[src/rtl/slider_ray_gen_if.sv]
// Request, board-read and move-stream signals of the ray generator.
// master = generator side, slave = board RAM / move buffer / requester side.
interface slider_ray_gen_if #(
  parameter int COORD_W = 3,
  parameter int PIECE_W = 4,
  parameter int COUNT_W = 6
);
  logic               start;
  logic [COORD_W-1:0] src_x;
  logic [COORD_W-1:0] src_y;
  logic [PIECE_W-1:0] src_piece;
  logic               busy;
  logic               done;
  logic [COUNT_W-1:0] move_count;
  logic               rd_en;
  logic [COORD_W-1:0] rd_x;
  logic [COORD_W-1:0] rd_y;
  logic [PIECE_W-1:0] rd_piece;
  logic               mv_valid;
  logic               mv_ready;
  logic [COORD_W-1:0] mv_to_x;
  logic [COORD_W-1:0] mv_to_y;
  logic               mv_capture;
  logic [PIECE_W-1:0] mv_victim;

  modport master (
    input  start, src_x, src_y, src_piece, rd_piece, mv_ready,
    output busy, done, move_count, rd_en, rd_x, rd_y,
           mv_valid, mv_to_x, mv_to_y, mv_capture, mv_victim
  );

  modport slave (
    output start, src_x, src_y, src_piece, rd_piece, mv_ready,
    input  busy, done, move_count, rd_en, rd_x, rd_y,
           mv_valid, mv_to_x, mv_to_y, mv_capture, mv_victim
  );
endinterface

[src/rtl/slider_ray_gen.sv]
// Sequential move generator: walks each enabled direction of one piece,
// probing the board through a synchronous read port and streaming targets.
//
// state    | meaning
// IDLE     | waiting for start
// NEXT_DIR | pick next enabled direction, cursor back to source
// STEP     | compute candidate, issue board read if on-board
// WAIT     | board data arrives, classify target square
// EMIT     | move held on stream until accepted
// FIN      | one-cycle done pulse
module slider_ray_gen #(
  parameter int COORD_W = 3,
  parameter int PIECE_W = 4,
  parameter int COUNT_W = 6
) (
  input logic            clk,
  input logic            rst,
  slider_ray_gen_if.master bus
);
  localparam int CW = COORD_W + 1;

  typedef enum logic [2:0] {IDLE, NEXT_DIR, STEP, WAIT, EMIT, FIN} state_t;
  state_t state, state_nxt;

  logic [COORD_W-1:0]    src_x_q, src_y_q, cur_x, cur_y, to_x, to_y;
  logic                  src_colour;
  logic [2:0]            src_type;
  logic [2:0]            dir, found_dir;
  logic [3:0]            dir_ptr;
  logic                  ray_end, found, jump, single, cand_ok, rd_en;
  logic                  capture;
  logic [7:0]            dir_mask;
  logic signed [CW-1:0]  dx, dy, cand_x, cand_y;
  logic [PIECE_W-1:0]    victim;
  logic [COUNT_W-1:0]    move_count;
  logic [2:0]            rd_type;
  logic                  rd_colour;

  function automatic logic signed [CW-1:0] off(input int v);
    return CW'(v);
  endfunction

  assign rd_type   = bus.rd_piece[2:0];
  assign rd_colour = bus.rd_piece[PIECE_W-1];

  always_comb begin
    dir_mask = 8'h00;
    jump     = 1'b0;
    single   = 1'b0;
    case (src_type)
      3'd2: begin dir_mask = 8'hFF; jump = 1'b1; single = 1'b1; end
      3'd3: dir_mask = 8'hAA;
      3'd4: dir_mask = 8'h55;
      3'd5: dir_mask = 8'hFF;
      3'd6: begin dir_mask = 8'hFF; single = 1'b1; end
      default: dir_mask = 8'h00;
    endcase
  end

  always_comb begin
    dx = '0;
    dy = '0;
    if (jump) begin
      case (dir)
        3'd0: begin dx = off(1);  dy = off(2);  end
        3'd1: begin dx = off(2);  dy = off(1);  end
        3'd2: begin dx = off(2);  dy = off(-1); end
        3'd3: begin dx = off(1);  dy = off(-2); end
        3'd4: begin dx = off(-1); dy = off(-2); end
        3'd5: begin dx = off(-2); dy = off(-1); end
        3'd6: begin dx = off(-2); dy = off(1);  end
        default: begin dx = off(-1); dy = off(2); end
      endcase
    end else begin
      case (dir)
        3'd0: begin dx = off(0);  dy = off(1);  end
        3'd1: begin dx = off(1);  dy = off(1);  end
        3'd2: begin dx = off(1);  dy = off(0);  end
        3'd3: begin dx = off(1);  dy = off(-1); end
        3'd4: begin dx = off(0);  dy = off(-1); end
        3'd5: begin dx = off(-1); dy = off(-1); end
        3'd6: begin dx = off(-1); dy = off(0);  end
        default: begin dx = off(-1); dy = off(1); end
      endcase
    end
  end

  // Offsets never exceed 2, so any off-board result shows up as the sign bit.
  assign cand_x  = $signed({1'b0, cur_x}) + dx;
  assign cand_y  = $signed({1'b0, cur_y}) + dy;
  assign cand_ok = !cand_x[CW-1] && !cand_y[CW-1];

  always_comb begin
    found     = 1'b0;
    found_dir = '0;
    for (int i = 7; i >= 0; i--) begin
      if (dir_mask[i] && (4'(i) >= dir_ptr)) begin
        found     = 1'b1;
        found_dir = 3'(i);
      end
    end
  end

  always_ff @(posedge clk or posedge rst) begin
    if (rst) state <= IDLE;
    else     state <= state_nxt;
  end

  always_comb begin
    state_nxt = state;
    case (state)
      IDLE:     if (bus.start) state_nxt = NEXT_DIR;
      NEXT_DIR: state_nxt = found ? STEP : FIN;
      STEP:     state_nxt = cand_ok ? WAIT : NEXT_DIR;
      WAIT:     state_nxt = (rd_type == 3'd0 || rd_colour != src_colour) ? EMIT : NEXT_DIR;
      EMIT:     if (bus.mv_ready) state_nxt = ray_end ? NEXT_DIR : STEP;
      FIN:      state_nxt = IDLE;
      default:  state_nxt = IDLE;
    endcase
  end

  always_ff @(posedge clk or posedge rst) begin
    if (rst) begin
      src_x_q    <= '0;
      src_y_q    <= '0;
      src_colour <= 1'b0;
      src_type   <= '0;
      cur_x      <= '0;
      cur_y      <= '0;
      dir        <= '0;
      dir_ptr    <= '0;
      ray_end    <= 1'b0;
      to_x       <= '0;
      to_y       <= '0;
      capture    <= 1'b0;
      victim     <= '0;
      move_count <= '0;
    end else begin
      case (state)
        IDLE: if (bus.start) begin
          src_x_q    <= bus.src_x;
          src_y_q    <= bus.src_y;
          src_colour <= bus.src_piece[PIECE_W-1];
          src_type   <= bus.src_piece[2:0];
          dir_ptr    <= '0;
          move_count <= '0;
        end
        NEXT_DIR: if (found) begin
          dir     <= found_dir;
          dir_ptr <= {1'b0, found_dir} + 4'd1;
          cur_x   <= src_x_q;
          cur_y   <= src_y_q;
        end
        STEP: if (cand_ok) begin
          cur_x <= cand_x[COORD_W-1:0];
          cur_y <= cand_y[COORD_W-1:0];
        end
        WAIT: begin
          to_x    <= cur_x;
          to_y    <= cur_y;
          capture <= (rd_type != 3'd0);
          victim  <= (rd_type != 3'd0) ? bus.rd_piece : '0;
          ray_end <= single || (rd_type != 3'd0);
        end
        EMIT: if (bus.mv_ready && move_count != '1) move_count <= move_count + COUNT_W'(1);
        default: ;
      endcase
    end
  end

  assign rd_en          = (state == STEP) && cand_ok;
  assign bus.rd_en      = rd_en;
  assign bus.rd_x       = rd_en ? cand_x[COORD_W-1:0] : '0;
  assign bus.rd_y       = rd_en ? cand_y[COORD_W-1:0] : '0;
  assign bus.busy       = (state == NEXT_DIR) || (state == STEP) || (state == WAIT) || (state == EMIT);
  assign bus.done       = (state == FIN);
  assign bus.mv_valid   = (state == EMIT);
  assign bus.mv_to_x    = to_x;
  assign bus.mv_to_y    = to_y;
  assign bus.mv_capture = capture;
  assign bus.mv_victim  = victim;
  assign bus.move_count = move_count;
endmodule
[src/flat_wrapper.sv]
// flat-port wrapper written by rule: the top's interface ports become plain ports
module slider_ray_gen_flat 
#(
  parameter int COORD_W = 3,
  parameter int PIECE_W = 4,
  parameter int COUNT_W = 6
)
  (clk, rst, bus_start, bus_src_x, bus_src_y, bus_src_piece, bus_rd_piece, bus_mv_ready, bus_busy, bus_done, bus_move_count, bus_rd_en, bus_rd_x, bus_rd_y, bus_mv_valid, bus_mv_to_x, bus_mv_to_y, bus_mv_capture, bus_mv_victim);
  slider_ray_gen_if #(.COORD_W(COORD_W), .PIECE_W(PIECE_W), .COUNT_W(COUNT_W)) bus_i ();
  input logic clk;
  input logic rst;
  input wire logic [$bits(bus_i.start)-1:0] bus_start;
  input wire logic [$bits(bus_i.src_x)-1:0] bus_src_x;
  input wire logic [$bits(bus_i.src_y)-1:0] bus_src_y;
  input wire logic [$bits(bus_i.src_piece)-1:0] bus_src_piece;
  input wire logic [$bits(bus_i.rd_piece)-1:0] bus_rd_piece;
  input wire logic [$bits(bus_i.mv_ready)-1:0] bus_mv_ready;
  output wire logic [$bits(bus_i.busy)-1:0] bus_busy;
  output wire logic [$bits(bus_i.done)-1:0] bus_done;
  output wire logic [$bits(bus_i.move_count)-1:0] bus_move_count;
  output wire logic [$bits(bus_i.rd_en)-1:0] bus_rd_en;
  output wire logic [$bits(bus_i.rd_x)-1:0] bus_rd_x;
  output wire logic [$bits(bus_i.rd_y)-1:0] bus_rd_y;
  output wire logic [$bits(bus_i.mv_valid)-1:0] bus_mv_valid;
  output wire logic [$bits(bus_i.mv_to_x)-1:0] bus_mv_to_x;
  output wire logic [$bits(bus_i.mv_to_y)-1:0] bus_mv_to_y;
  output wire logic [$bits(bus_i.mv_capture)-1:0] bus_mv_capture;
  output wire logic [$bits(bus_i.mv_victim)-1:0] bus_mv_victim;
  assign bus_i.start = bus_start;
  assign bus_i.src_x = bus_src_x;
  assign bus_i.src_y = bus_src_y;
  assign bus_i.src_piece = bus_src_piece;
  assign bus_i.rd_piece = bus_rd_piece;
  assign bus_i.mv_ready = bus_mv_ready;
  assign bus_busy = bus_i.busy;
  assign bus_done = bus_i.done;
  assign bus_move_count = bus_i.move_count;
  assign bus_rd_en = bus_i.rd_en;
  assign bus_rd_x = bus_i.rd_x;
  assign bus_rd_y = bus_i.rd_y;
  assign bus_mv_valid = bus_i.mv_valid;
  assign bus_mv_to_x = bus_i.mv_to_x;
  assign bus_mv_to_y = bus_i.mv_to_y;
  assign bus_mv_capture = bus_i.mv_capture;
  assign bus_mv_victim = bus_i.mv_victim;
  slider_ray_gen #(.COORD_W(COORD_W), .PIECE_W(PIECE_W), .COUNT_W(COUNT_W)) u_core (.clk(clk), .rst(rst), .bus(bus_i));
endmodule
[config.mk]
export PLATFORM = sky130hd
export DESIGN_NAME = slider_ray_gen_flat
export DESIGN_NICKNAME = d
export VERILOG_FILES = /design/src/rtl/slider_ray_gen_if.sv /design/src/rtl/slider_ray_gen.sv /design/src/flat_wrapper.sv
export SDC_FILE = /design/constraint.sdc
export NUM_CORES = 1
export LEC_CHECK = 0
export ABC_AREA = 1
export BUFFER_PORTS_ARGS = -buffer_cell sky130_fd_sc_hd__buf_2
export CAP_MARGIN = 10
export CELL_PAD_IN_SITES_DETAIL_PLACEMENT = 1
export CELL_PAD_IN_SITES_GLOBAL_PLACEMENT = 1
export CORE_MARGIN = 5
export CORE_UTILIZATION = 44
export CTS_BUF_LIST = sky130_fd_sc_hd__clkbuf_16
export CTS_CLUSTER_SIZE = 14
export DETAILED_ROUTE_END_ITERATION = 12
export HOLD_SLACK_MARGIN = 0.05
export PLACE_DENSITY = 0.85
export SLEW_MARGIN = 25
export SYNTH_ARGS = -nofsm -noshare
export SYNTH_HDL_FRONTEND = slang
export SYNTH_SLANG_ARGS = --single-unit
[constraint.sdc]
create_clock -name clk -period 3.9 [get_ports clk]
set_input_delay 0.39 -clock clk [delete_from_list [all_inputs] [get_ports clk]]
set_output_delay 0.39 -clock clk [all_outputs]
set_load 0.02 [all_outputs]
* Yosys cells after proc, flatten, opt, wreduce, memory -nomap -nowiden
Cells that the tools add are included.
Widths: inputs -> output; s select.
** Word-level totals
- Output and inout bits :: 27
- Flip-flop bits (word level) :: 44
- Word-level logic and storage cells :: 140
- Input bits :: 18
** Cells by class
- Reduce and logical (&&, ||, !) cells :: 43
- Muxes and demuxes :: 47
- $lt $le $gt $ge :: 8
- Equal/unequal tests :: 23
- $add $sub $neg :: 4
** Operators by type and width (number)
- $mux 3 :: 18
- $eq 3x3->1 const B :: 8
- $pmux 4 s2 :: 3
- $pmux 4 s3 :: 2
- $pmux 8 s3 :: 1
- $mux 4 :: 5
- $eq 3x2->1 const B :: 6
- $reduce_or 2->1 :: 9
- $ge 3x4->1 const A :: 4
- $pmux 3 s5 :: 1
- $mux 6 :: 2
- $pmux 3 s2 :: 2
- $pmux 6 s2 :: 1
- $logic_and 1x1->1 :: 11
- $mux 1 :: 10
- $logic_not 3->1 :: 3
- $reduce_and 3->1 :: 3
- $reduce_or 3->1 :: 3
- $add 4x4->4 :: 2
- $ge 1x4->1 const A :: 2
- $ge 2x4->1 const A :: 2
- $add 6x1->6 const B :: 1
- $eq 3x1->1 const B :: 2
- $ne 2x1->1 const B :: 3
- 10 further kinds :: 21

* Logic depth before layout (Yosys ltp)
Gate-level depths: netlist of run 1.
- Word-level depth :: 15
- Depth in mapped cells :: 15
- Gate-level depth less buffers :: 15

* Worst setup path before layout of run 1
No wires, ideal clock.
- Path type :: register to output
- Start point :: register u_core.src_type[1]
- End point :: output bus_rd_x[0]
- Setup slack :: 1.440 ns
- Buffers on the path :: 1
- Required time :: 3.510 ns
- Stages on the path, launching flop included :: 13
- Arrival :: 2.070 ns
- Cells stage by stage :: dfrtp_1 -> nand2_2 -> nor2_2 -> a221oi_1 -> inv_1 -> ha_1 -> nand3_1 -> nand2_1 -> inv_1 -> nand2_2 -> nand4_4 -> buf_6 -> nor2_1
** On the way
- Word-level cells in the longest chain between the ends :: 8
- Elaborated cells between the ends (all ways) :: 11
- Those cells by class :: add/sub (2); eq/ne (1); mux (4); reduce/logical (4)
** RTL lines
- start: declaration :: RTL line slider_ray_gen.sv:27 : logic [2:0] src_type;
- start signal: assignment :: RTL line slider_ray_gen.sv:144 : src_type <= bus.src_piece[2:0];
- $eq 3x2->1 * :: RTL line slider_ray_gen.sv:50 : case (src_type)
- $mux 1 * :: RTL line slider_ray_gen.sv:50
- $mux 4 :: RTL line slider_ray_gen.sv:63 : if (jump) begin
- $add 4x4->4 (on tied branches) :: RTL line slider_ray_gen.sv:89, slider_ray_gen.sv:90
- $logic_not 1->1 :: RTL line slider_ray_gen.sv:91 : assign cand_ok = !cand_x[CW-1] && !cand_y[CW-1];
- $logic_and 1x1->1 :: RTL line slider_ray_gen.sv:91
- $logic_and 1x1->1 :: RTL line slider_ray_gen.sv:171 : assign rd_en = (state == STEP) && cand_ok;
- $mux 3 * :: RTL line slider_ray_gen.sv:173 : assign bus.rd_x = rd_en ? cand_x[COORD_W-1:0] : '0;
- end: declaration :: RTL line flat_wrapper.sv:22 : output wire logic [$bits(bus_i.rd_x)-1:0] bus_rd_x;
Mark *: on every way between the ends. The rest lies on a longest branch, timed or not.

* Worst setup path in the final report of run 1
- Start point :: register u_core.src_type[2]
- End point :: output bus_rd_y[0]
** On the way
- Word-level cells in the longest chain between the ends :: 8
- Elaborated cells between the ends (all ways) :: 11
- Those cells by class :: add/sub (2); eq/ne (1); mux (4); reduce/logical (4)
** RTL lines
- $eq 3x2->1 * :: RTL line slider_ray_gen.sv:50
- $mux 1 * :: RTL line slider_ray_gen.sv:50
- $mux 4 :: RTL line slider_ray_gen.sv:63
- $add 4x4->4 (on tied branches) :: RTL line slider_ray_gen.sv:89, slider_ray_gen.sv:90
- $logic_not 1->1 :: RTL line slider_ray_gen.sv:91
- $logic_and 1x1->1 :: RTL line slider_ray_gen.sv:91
- $logic_and 1x1->1 :: RTL line slider_ray_gen.sv:171
- $mux 3 * :: RTL line slider_ray_gen.sv:174 : assign bus.rd_y = rd_en ? cand_y[COORD_W-1:0] : '0;
- end: declaration :: RTL line flat_wrapper.sv:23 : output wire logic [$bits(bus_i.rd_y)-1:0] bus_rd_y;
Marks and branches as above.

==> results of run 1 <==
## worst paths after layout
kind / from / cells after the start / to / slack (ns)
max in group asynchronous: rst / 3 / u_core.src_type[1] / 3.28
hold reg to reg: u_core.bus.mv_victim[2] / 2 / u_core.bus.mv_victim[2] / 0.47
min in group clk: bus_src_x[1] / 3 / u_core.src_x_q[1] / 0.30
setup reg to reg: u_core.src_type[2] / 14 / u_core.cur_x[0] / 1.61
setup / recovery: u_core.src_type[2] / 13 / bus_rd_y[0] / 0.90
hold / removal: rst / 3 / u_core.bus.move_count[4] / 0.24
## stage by stage
| stage | setup WS (ns) | instances | instance area (sq um) | hold WS, ns | util |
|---|---|---|---|---|---|
| finish | 0.895 | 460 | 3060 | 0.237 | 0.525 |
| global route | 0.683 | 460 | 3060 | 0.287 | 0.525 |
| CTS | 0.883 | 460 | 3060 | 0.260 | 0.525 |
| detailed placement | 1.24 | 452 | 2880 | 0.457 | 0.496 |
| global placement | 1.33 | 452 | 2880 | 0.448 | 0.496 |
| floorplan | 1.44 | 336 | 2580 | 0.449 | - |
## cell usage in the layout, fill, tap and decap left out, types with 2 or more instances in the layout
cell type and count:
a21oi_1 9, a31oi_1 2, buf_2 44, buf_4 2, clkbuf_16 5, clkinv_1 2, dfrtp_1 44, fa_1 2
ha_1 8, inv_1 27, inv_2 9, inv_4 2, nand2_1 118, nand2_2 6, nand3_1 23, nand3_2 7
nand3b_1 3, nor2_1 24, nor2_2 2, nor3_1 4, o21ai_0 13, o21ai_1 6, xor2_1 2
## synthesized netlist by cell type, drive strengths merged
library cell	number	area share
nor2	28	0.052
xor2	2	0.0068
o21ai	20	0.040
nand3	30	0.072
ha	8	0.039
o221ai	1	0.0034
dfrtp	44	0.43
a31oi	2	0.0048
clkinv	1	0.0015
xnor2	1	0.0034
buf	2	0.0063
nor3	5	0.012
a221oi	1	0.0034
or2	2	0.0048
nand3b	3	0.0087
o22ai	1	0.0024
o211ai	2	0.0078
fa	2	0.016
nand2	125	0.19
o2111ai	1	0.0034
inv	39	0.059
clkbuf	3	0.0044
a21oi	10	0.021
nand4	2	0.011
and2	1	0.0024
## final cells by class
| class | instances | area (sq um) |
|---|---|---|
| fill | 774 | 2760 |
| multi-input combinational | 247 | 1300 |
| sequential | 44 | 1100 |
| timing repair buffer | 46 | 235 |
| inverter | 40 | 155 |
| clock buffer | 5 | 125 |
| tap | 75 | 93.8 |
| clock inverter | 3 | 46.3 |
## routing by layer
metal / vias up / routed length (um)
met5: - / 0
met4: 0 / 155
met3: 14 / 328
met2: 49 / 3190
met1: 1115 / 3060
li1: 1169 / -
## flip-flops by register name (all words and copies together) (netlist names)
register / cells
u_core.bus.mv_to_x: 3
u_core.cur_x: 3
u_core.state: 3
u_core.ray_end: 1
u_core.src_x_q: 3
u_core.bus.mv_capture: 1
u_core.src_y_q: 3
u_core.bus.move_count: 6
u_core.bus.mv_victim: 4
u_core.bus.mv_to_y: 3
u_core.dir: 3
u_core.src_colour: 1
u_core.cur_y: 3
u_core.src_type: 3
u_core.dir_ptr: 4
## cell families (layout without fill, tap and decap cells)
group | Yosys count | in the layout | synth area share
AO/OA/AOI/OAI | 38 | 38 | 0.0862
XOR/XNOR | 3 | 3 | 0.0102
adder cells (fa/ha/maj) | 10 | 10 | 0.0543
buffers and inverters | 45 | 94 | 0.0707
flip-flops | 44 | 44 | 0.426
AND/OR/NAND/NOR | 196 | 196 | 0.352
## worst max-delay path, cell delays in order, from the launching register on
cell	delay, ns
dfrtp_1	0.39
inv_2	0.06
nand3_2	0.09
o21ai_0	0.09
a221oi_1	0.28
inv_1	0.13
ha_1	0.30
nand3_1	0.08
nand2_1	0.10
inv_1	0.06
nand2_2	0.08
nand4_4	0.25
nor2_1	0.23
buf_2	0.20
## power by group through the flow
stage | Combinational, W | Clock, W | Sequential [W]
after floorplan | 0.00114 | 0 | 0.000869
after global placement | 0.00154 | 0 | 0.000807
after detailed placement | 0.00162 | 0 | 0.000816
after CTS | 0.00164 | 0.000502 | 0.000812
after global routing | 0.00183 | 0.000526 | 0.000837
final | 0.00161 | 0.000491 | 0.000812
==> results.py, run 1 <==
metrics = {
    "clock_network": {
        "hold_buffers": 0,
        "cts_sinks": 44,
        "clk_pin_slew_ns": 0.07,
        "cts_max_level": 2,
        "cts_resized": 0,
        "cts-buffers-inserted": 5,
        "cts.path.max_buffers": 2,
        "cts_root_buffer": "clkbuf_16",
        "cts_setup_buffers": 0,
        "insertion_delay_ns": 0.29,
        "cts_tree": "done",
    },
    "min_path": {
        "hold_class": "primary input to async pin",
    },
    "sta": {
        "skew_ns": 0.00665,
        "hold_viol_final": 0,
        "tightest_slew_ns": 0.607,
        "finalSetupTns_ns": 0,
        "period_share": 0.770,
        "fmax_mhz": 333,
        "fin_crit_ns": 3.00,
        "rsz0062_at_grt": "no",
        "max_slew_margin": 0.592,
        "slew_violations": 0,
        "setup_violations": 0,
    },
    "power": {
        "clkPwrFrac": 0.169,
        "switching_share": 0.487,
        "combPwrFrac": 0.553,
        "p_sw_w": 0.00142,
        "power_density_mw_per_mm2": 954,
        "leakage_nw": 1.68,
        "total_power_w": 0.00291,
        "pwr-share-seq": 0.279,
        "ir_drop_uv": 380,
        "internal_power_w": 0.00149,
    },
    "placed_design": {
        "place.port_buffers": 44,
        "hpwl_um": 5200,
        "gp_congestion": 0.808,
    },
    "final_layout": {
        "diodes": 0,
        "final_net_count": 412,
        "drive_above_1_share": 0.231,
        "syn_to_final_growth_pct": 18.3,
    },
    "drt": {
        "firstDrtPassIters": 4,
        "route.detailed.drc": 0,
        "wire_per_inst_um": 14.6,
        "vias": 2347,
        "drtIter0Drc": 118,
        "finalWirelength_um": 6740,
        "ant_nets": 0,
        "via_per_inst": 5.10,
    },
    "grt": {
        "met1_usage": 0.248,
        "antenna_found_initial": 0,
        "grt_use_total": 0.197,
        "grtUsageMet2": 0.326,
        "grt_busiest_layer": "met2",
        "grt_pass1_vias": 2477,
        "overflow": 0,
        "grt_pass1_wl_um": 11600,
        "grt_max_degree": 45,
        "met3_usage": 0.0380,
    },
    "logic_synthesis": {
        "synthCells": 336,
        "syn_avg_cell_area_sq_um": 7.69,
        "ys_seq_elements": 44,
        "synthesis.area_sq_mm": 0.00258,
        "ys_types": 41,
        "ys_seq_area_frac": 0.426,
        "yosysWarnings": 0,
        "syn_nets": 364,
    },
    "worst_setup_path": {
        "critPathKind": "flop to primary output",
        "crit_path_max_fanout": 15,
        "end_kind": "primary output",
        "worstPathArrival_ns": 2.61,
        "required_ns": 3.51,
        "startpoint_type": "flop",
    },
    "floorplanning": {
        "initial_core_util": 0.444,
        "die_h_um": 86.6,
        "io_pins": 45,
        "coreArea_sq_mm": 0.00582,
        "die_area_sq_mm": 0.00750,
        "die_w_um": 86.6,
        "rows": 28,
    },
    "status": {
        "status": "completed",
    },
    "flow_run": {
        "maxCapViolations": 0,
    },
}
(Power assumes the default switching activity.)
==> run 2: changes to the inputs <==
--- a/config.mk
+++ b/config.mk
@@ -11,12 +11,12 @@
 export CELL_PAD_IN_SITES_DETAIL_PLACEMENT = 1
 export CELL_PAD_IN_SITES_GLOBAL_PLACEMENT = 1
 export CORE_MARGIN = 5
-export CORE_UTILIZATION = 44
+export CORE_UTILIZATION = 37
 export CTS_BUF_LIST = sky130_fd_sc_hd__clkbuf_16
 export CTS_CLUSTER_SIZE = 14
 export DETAILED_ROUTE_END_ITERATION = 12
 export HOLD_SLACK_MARGIN = 0.05
-export PLACE_DENSITY = 0.85
+export PLACE_DENSITY = 0.76
 export SLEW_MARGIN = 25
 export SYNTH_ARGS = -nofsm -noshare
 export SYNTH_HDL_FRONTEND = slang
==> constraint.sdc (replaced) <==
create_clock -name clk -period 2.5 [get_ports clk]
set_input_delay 0.25 -clock clk [delete_from_list [all_inputs] [get_ports clk]]
set_output_delay 0.25 -clock clk [all_outputs]
set_load 0.02 [all_outputs]
==> run 2 against run 1 <==
The run now ends with setup timing left. Global-route usage shrank 1.1 points. Non-clock buffer count grew 18. Critical path depth shrank 1. Combinational power grew 97%. First-iteration DRC count shrank 45%. Sequential cell count is the same. Critical path type unchanged. Critical endpoint is now bus_rd_y[1]. Largest power group unchanged.
==> results.py, run 2 (synthesis results as in run 1) <==
metrics = {
    "power": {
        "ir_drop_uv": 621,
        "power_density_mw_per_mm2": 1520,
        "leakage_nw": 1.78,
    },
    "drt": {
        "drtIter0Drc": 65,
        "via_per_inst": 4.89,
        "vias": 2440,
        "wire_per_inst_um": 15.8,
        "finalWirelength_um": 7880,
        "firstDrtPassIters": 4,
        "ant_nets": 0,
        "route.detailed.drc": 0,
    },
    "floorplanning": {
        "die_w_um": 93.5,
        "initial_core_util": 0.380,
        "die_h_um": 93.5,
        "die_area_sq_mm": 0.00875,
        "coreArea_sq_mm": 0.00679,
        "io_pins": 45,
        "rows": 30,
    },
    "sta": {
        "setup_violations": 13,
        "slew_violations": 0,
        "fmax_mhz": 376,
        "tightest_slew_ns": 0.648,
        "hold_viol_final": 0,
        "finalSetupTns_ns": -1.14,
        "fin_crit_ns": 2.66,
        "period_share": 1.06,
        "fin_ws_ns": -0.161,
        "skew_ns": 0.00457,
        "rsz0062_at_grt": "yes",
        "max_slew_margin": 0.565,
    },
    "status": {
        "status": "complete, but fails checks",
        "violations": "setup timing",
    },
    "final_layout": {
        "diodes": 0,
        "final_common_cell": "nand2_1",
        "largest_reg_flops": 6,
        "layout_common_cells": "nand2_1, dfrtp_1, buf_2",
        "final_net_count": 430,
        "utilization": 0.506,
        "syn_to_final_growth_pct": 33.2,
        "drive_above_1_share": 0.360,
        "regMostFlops": "u_core.bus.move_count",
    },
    "grt": {
        "overflow": 0,
        "grt_pass1_vias": 2622,
        "grt_pass1_wl_um": 12800,
        "antenna_found_initial": 0,
        "grt_max_degree": 45,
        "grt_use_total": 0.186,
    },
    "worst_setup_path": {
        "crit_start": "u_core.dir[0]",
        "worstReg2RegEnd": "u_core.cur_x[0]",
        "worstPathArrival_ns": 2.41,
        "startpoint_type": "flop",
        "required_ns": 2.25,
        "crit_path_max_fanout": 8,
        "regToRegSetupSlack_ns": -0.05,
        "crit_end": "bus_rd_y[1]",
        "r2r-start": "u_core.dir[0]",
        "r2r_cells": 16,
        "end_kind": "primary output",
        "critPathKind": "flop to primary output",
    },
    "placed_design": {
        "gp_congestion": 0.877,
        "place.port_buffers": 44,
        "dpl_worst_slack_ns": 0.0769,
        "hpwl_um": 5250,
    },
    "min_path": {
        "hold_class": "primary input to async pin",
    },
    "clock_network": {
        "cts_root_buffer": "clkbuf_16",
        "cts_max_level": 2,
        "cts-buffers-inserted": 5,
        "insertion_delay_ns": 0.29,
        "clk_pin_slew_ns": 0.06,
        "cts.path.max_buffers": 2,
        "cts_sinks": 44,
        "hold_buffers": 0,
        "cts_tree": "done",
    },
    "flow_run": {
        "maxCapViolations": 0,
    },
}
## run 2: cell types whose count changed in the layout (fill, tap and decap cells not counted), moves of 6 or more
cell     before  now
buf_6         0    8
nor2_2        2    9
buf_4         2   19
nand2_2       6   12
nand2_1     118  110
buf_2        44   37
nor2_1       24   14
## run 2: per-stage QoR
step | total power, W | area (sq um) | hold slack, ns | std cells
4_1_cts | 0.00502 | 3340 | 0.118 | 494
5_1_grt | 0.00565 | 3440 | 0.160 | 499
3_5_place_dp | 0.00382 | 2930 | 0.425 | 475
3_3_place_gp | 0.00370 | 2930 | 0.422 | 475
6_report | 0.00523 | 3440 | 0.0928 | 499
2_1_floorplan | 0.00313 | 2580 | 0.360 | 336
## run 2: worst max-delay path, cell delays in order, from the launching register on
cell      delay (ns)
dfrtp_2         0.48
nand2_4         0.13
inv_4           0.05
a221oi_4        0.29
inv_2           0.09
ha_4            0.27
nand3_2         0.06
nand2_2         0.09
inv_2           0.04
nand2_2         0.07
nand4_4         0.20
nor2_2          0.20
buf_6           0.13
## run 2: worst min path at each step
stage                     cells after the start  slack (ns)                       end              from
final                                         3        0.09  u_core.bus.move_count[3]               rst
after global routing                          3        0.16  u_core.bus.move_count[3]               rst
after global placement                        3        0.42  u_core.bus.move_count[3]               rst
after CTS                                     3        0.12  u_core.bus.move_count[3]               rst
after detailed placement                      3        0.43  u_core.bus.move_count[3]               rst
after floorplan                               2        0.36         u_core.src_colour  bus_src_piece[3]
## run 2: layout make-up
cell class | instances | area [sq um]
fill | 836 | 3350
multi-input combinational | 247 | 1470
clock buffer | 5 | 125
clock inverter | 3 | 47.5
timing repair buffer | 64 | 418
tap | 96 | 120
sequential | 44 | 1100
inverter | 40 | 158
## run 2: layer usage
metal	track usage	wire length [um]
met2	0.331	4020
met3	0.0346	302
met1	0.222	3410
met4	0.0710	146
met5	0	0
## run 2: repair_timing
action,CTS,global route
setup endpoints to repair,7,14
setup buffers,11,6
pin swaps,18,5
gates resized for setup,45,17
## run 2: report_power, final
part / internal (W) / switching [W]
sequential: 0.00102 / 0.000285
combinational: 0.00118 / 0.00199
clock: 0.000474 / 0.000280
